`src/rtl/draw_rect_ctl.sv`:
```
// draw_rect_ctl: positions a rectangle for the draw stage. It follows the
// mouse while tracking; a left click drops it under constant gravity
// (one physics step per frame) with lossy bounces off the floor.
module draw_rect_ctl #(
   parameter int SCREEN_H = 600,
   parameter int RECT_H   = 64,
   parameter int G        = 1,
   parameter int VMIN     = 2
) (
   input  logic        pclk,
   input  logic        rst,
   input  logic [11:0] mouse_xpos,
   input  logic [11:0] mouse_ypos,
   input  logic        mouse_left,
   input  logic        vsync_in,
   output logic [11:0] xpos,
   output logic [11:0] ypos,
   output logic        busy
);

   localparam logic [11:0] FLOOR  = 12'(SCREEN_H - RECT_H);
   localparam logic [11:0] G12    = 12'(G);
   localparam logic [11:0] VMIN12 = 12'(VMIN);

   typedef enum logic [1:0] {TRACK, FALL, RISE, STOP} state_t;

   state_t      state;
   logic [11:0] v;
   logic        vsync_prev;
   logic        left_prev;
   logic        rst_d;
   logic        tick;
   logic        click;

   logic [12:0] vn_sum;
   logic [11:0] vn;
   logic [12:0] fall_sum;
   logic        hit;
   logic [11:0] vb;
   logic [11:0] rise_y;
   logic [11:0] track_y;

   // Edge-detect registers; rst_d masks the first cycle after reset so a
   // level already high at release is not taken as an edge.
   always_ff @(posedge pclk) begin
      rst_d <= rst;
      if (rst) begin
         vsync_prev <= 1'b0;
         left_prev  <= 1'b0;
      end else begin
         vsync_prev <= vsync_in;
         left_prev  <= mouse_left;
      end
   end

   assign tick  = vsync_in   & ~vsync_prev & ~rst_d;
   assign click = mouse_left & ~left_prev  & ~rst_d;

   // Per-frame physics arithmetic and mouse clamp.
   always_comb begin
      vn_sum   = {1'b0, v} + {1'b0, G12};
      vn       = vn_sum[12] ? '1 : vn_sum[11:0];
      fall_sum = {1'b0, ypos} + {1'b0, vn};
      hit      = (fall_sum >= {1'b0, FLOOR});
      vb       = vn - (vn >> 2);
      rise_y   = (ypos > v) ? (ypos - v) : '0;
      track_y  = (mouse_ypos > FLOOR) ? FLOOR : mouse_ypos;
   end

   // Motion FSM with registered outputs; busy follows the state being entered.
   always_ff @(posedge pclk) begin
      if (rst) begin
         state <= TRACK;
         v     <= '0;
         xpos  <= '0;
         ypos  <= '0;
         busy  <= 1'b0;
      end else begin
         case (state)
            TRACK: begin
               v <= '0;
               if (click) begin
                  state <= FALL;
                  busy  <= 1'b1;
               end else begin
                  xpos <= mouse_xpos;
                  ypos <= track_y;
                  busy <= 1'b0;
               end
            end
            FALL: begin
               if (tick) begin
                  if (hit) begin
                     ypos <= FLOOR;
                     if (vb < VMIN12) begin
                        v     <= '0;
                        state <= STOP;
                        busy  <= 1'b0;
                     end else begin
                        v     <= vb;
                        state <= RISE;
                        busy  <= 1'b1;
                     end
                  end else begin
                     ypos <= fall_sum[11:0];
                     v    <= vn;
                  end
               end
            end
            RISE: begin
               if (tick) begin
                  if (v <= G12) begin
                     v     <= '0;
                     state <= FALL;
                     busy  <= 1'b1;
                  end else begin
                     ypos <= rise_y;
                     v    <= v - G12;
                  end
               end
            end
            STOP: begin
               if (click) begin
                  state <= TRACK;
                  busy  <= 1'b0;
               end
            end
            default: begin
               state <= TRACK;
               busy  <= 1'b0;
            end
         endcase
      end
   end

endmodule

```
`config.mk`:
```
export PLATFORM = sky130hd
export DESIGN_NAME = draw_rect_ctl
export DESIGN_NICKNAME = d
export VERILOG_FILES = /design/src/rtl/draw_rect_ctl.sv
export SDC_FILE = /design/constraint.sdc
export NUM_CORES = 1
export LEC_CHECK = 0
export BUFFER_PORTS_ARGS = -buffer_cell sky130_fd_sc_hd__buf_2
export CORE_MARGIN = 5
export CORE_UTILIZATION = 37
export CTS_BUF_LIST = sky130_fd_sc_hd__clkbuf_8
export DETAILED_ROUTE_END_ITERATION = 10
export PLACE_DENSITY = 0.52
export SYNTH_ARGS = -nofsm -noshare
export SYNTH_HDL_FRONTEND = slang
export SYNTH_SLANG_ARGS = --single-unit
export TNS_END_PERCENT = 10
```
`constraint.sdc`:
```
create_clock -name pclk -period 5.25 [get_ports pclk]
set_input_delay 0.2625 -clock pclk [delete_from_list [all_inputs] [get_ports pclk]]
set_output_delay 0.2625 -clock pclk [all_outputs]
set_load 0.01 [all_outputs]
```
==> metrics.md <==
| Metric | Value |
|---|---|
| Pwr/cell area | 394.3 mW/mm^2 |
| DIE AREA | 0.01432 sq mm |
| Ys async rst share | 0% |
| Final hold vios | 0 |
| Slew Viols, Final | 0 |
| Gate power share | 64.3% |
| Vias in the first global route | 4361 |
| Slew margin rel. | 39.87% |
| Layout cells sized above 1 | 14.40% |
| Worst EP arrival | 4.90 ns |
| First-pass GRT wire length | 23.40 mm |
| Number of port buffers | 52 |
| Synth warn | 0 |
| Min-Delay Path Depth | 3 |
| Synth unique cells | 73 |
| Max stage delay on crit path | 0.72 ns |
| Worst Setup End Kind | flip-flop |
| Critical path buffers and inverters | 1 |
| Cells on worst reg2reg path | 16 |
| Final core occ | 40.69% |
| Int Power | 0.9336 mW |
| TritonCTS buffer count | 5 |
| Commonest non-fill, non-tap cells in the layout | 73 x nand2_1, 63 x a21oi_1, 52 x buf_2, 43 x nor2_1, 43 x ha_1 |
| Initial antenna violation count | 0 |
| DR vias/cell | 5.831 |
| Die height | 119.7 microns |
| Tot GR Track Use | 20.38% |
| # rows | 40 |
| Sequential element share of the synthesized area | 18.90% |
| Net Switching | 0.9778 mW |
| P_leak | 2.018 nW |
| RSZ-0062 raised after global routing | no |
| Post-DP HPWL | 11.35 mm |
| Max capacitance violation total | 0 |
| Hold crit path type | in -> reg |
| Post-route ant nets | 0 |
| Crit path kind | reg -> reg |
| CP required | 5.46 ns |
| # hold bufs at CTS | 0 |
| Slowest stage cell, crit path | o41ai_4 |
| Outcome | finished clean |
| Mapped Cells | 593 |
| CTS tree | done |
| Sw frac | 51.16% |
| RePlAce Congestion | 0.9035 |
| Core area | 0.01191 sq mm |
| Clk sinks | 42 |
| Critical path fanouts, max | 14 |
| Worst Clk Skew | 0.01393 ns |
| CP startpoint kind | flip-flop |
| Commonest non-fill, non-tap cell in the layout | nand2_1 |
| Fin nets | 705 |
| Avg Synthesized Cell Area | 7.503 sq um |
| Postcts setup bufs | 0 |
| Wire per inst | 18.80 microns |
| Level count of the clock H-tree | 2 |
| Cell Area, Synth | 0.004449 sq mm |
| Setup violators final | 0 |
| Slew @ Worst Pin | 0.8987 ns |
| Flop pwr share | 23.5% |
| Via count | 4542 |
| Fmax | 213.1 MHz |
| Total grt overflow | 0 |
| Cts repair resizes | 0 |
| Maximum vdd drop | 146.0 uV |
| Post-synth top area share | 18.90% |
| Clock Path Buffers | 2 |
| IO Pins | 53 |
| Post-synth EDFFs | 0 |
| Critical path depth in cells | 16 |
| CP top delay family | simple AND/OR/NAND/NOR gates |
| Yosys reg bits | 42 |
| TritonRoute pass-1 iters | 5 |
| Area leader, netlist | dfxtp_1 |
| Initial drt markers | 307 |
| Clock Latency Late Sink | 0.31 ns |
| Initial Utilization | 37.35% |
| Setup tns final | 0 ns |
| Die width | 119.7 microns |
| Tcrit/Tclk final | 89.40% |
| Syn nets | 667 |
| Root Driver | clkbuf_8 |
| Final WL | 14.65 mm |
| Largest net degree at the start of global routing | 42 |
| Main synth FF type | dfxtp_1 |
| Clk pin slew, worst setup/hold paths | 0.09 ns |
| Crit path time final | 4.693 ns |
| Area Growth Syn to Fin | 8.943% |
| Clock network power share | 12.2% |
| Ant diodes | 0 |
| Cell Chain, Critical Path | ha_1 -> nand3_1 -> nor2_1 -> nand3_1 -> nand2_1 -> ha_1 -> inv_1 -> fa_1 -> or2b_1 -> a21oi_1 -> o21ai_2 -> xnor2_1 -> o41ai_4 -> and2_4 -> a211oi_1 -> a211o_1 |
| Synth area leaders | dfxtp_1 19%, ha_1 12%, a21oi_1 7.1% |
| DRC Markers | 0 |
-- area by class of cell --
type / instances / area (sq um)
inverters: 37 / 138.9
fillers: 1274 / 7064
flip-flops and latches: 42 / 840.8
clock buffers: 6 / 82.58
clock inverters: 2 / 12.51
well taps: 147 / 183.9
repair buffers: 57 / 297.8
multi-input cells: 488 / 3291
-- routing by layer --
metal	GRT usage [%]	routed length (microns)	up-vias
met4	4.653	177	0
li1	-	-	2264
met3	4.100	988	14
met2	32.34	6443	133
met1	28.50	7036	2131
met5	0	0	-
-- Yosys cell counts, drive strengths merged, types with 7 or more instances --
master,n
o21a,8
dfxtp,42
nor2b,7
ha,43
a311oi,8
o21ai,24
nor2,43
xor2,8
and2,7
xnor2,21
nand2,74
clkbuf,21
a21o,9
nor4,11
nand2b,8
nor3,11
nand4,10
a31oi,8
inv,36
a21oi,63
nand3,27
-- through the flow --
| step | cell area (sq um) | power (mW) | setup slack, ns | hold slack, ns | cells |
|---|---|---|---|---|---|
| after floorplan | 4449 | 1.348 | 1.357 | 0.2902 | 593 |
| after global placement | 4752 | 1.666 | 0.7319 | 0.4385 | 771 |
| after detailed placement | 4752 | 1.672 | 0.6585 | 0.4454 | 771 |
| after CTS | 4847 | 1.910 | 0.6115 | 0.1780 | 779 |
| after global routing | 4847 | 2.072 | 0.2216 | 0.1838 | 779 |
| final | 4847 | 1.911 | 0.5566 | 0.1898 | 779 |
-- registers in the layout (all words and copies together) (netlist names) --
| name | count |
|---|---|
| state | 2 |
| left_prev | 1 |
| busy | 1 |
| v | 12 |
| xpos | 12 |
| rst_d | 1 |
| ypos | 12 |
| vsync_prev | 1 |
-- worst register-to-register path: stages (launching register included) --
cell      delay [ns]
dfxtp_1         0.42
ha_1            0.32
nand3_1         0.13
nor2_1          0.23
nand3_1         0.30
nand2_1         0.22
ha_1            0.21
inv_1           0.06
fa_1            0.39
or2b_1          0.25
a21oi_1         0.26
o21ai_2         0.10
xnor2_1         0.18
o41ai_4         0.72
and2_4          0.40
a211oi_1        0.11
a211o_1         0.28
-- cell families after synthesis --
logic type	Yosys count	synth area share, %
fa+ha+maj	46	13.44
flops	42	18.90
buf+inv	63	7.143
compound gates	190	30.09
simple gates	219	23.76
xor+xnor	29	5.709
mux	4	0.9561
-- worst paths after layout --
check / start / endpoint / slack [ns]
worst max register to register: v[1] / ypos[4] / 0.56
worst min-delay path: mouse_xpos[2] / xpos[2] / 0.19
worst max-delay path: v[1] / ypos[4] / 0.56
worst min register to register: xpos[10] / xpos[10] / 0.45
-- power groups by stage --
stage          clock network, mW  logic [mW]  registers, mW
3_3_place_gp                   0        1.21          0.455
5_1_grt                    0.248        1.36          0.460
4_1_cts                    0.239        1.22          0.448
3_5_place_dp                   0        1.22          0.455
6_report                   0.233        1.23          0.450
2_1_floorplan                  0       0.893          0.455
No activity file was read; power rests on OpenSTA's default activity.
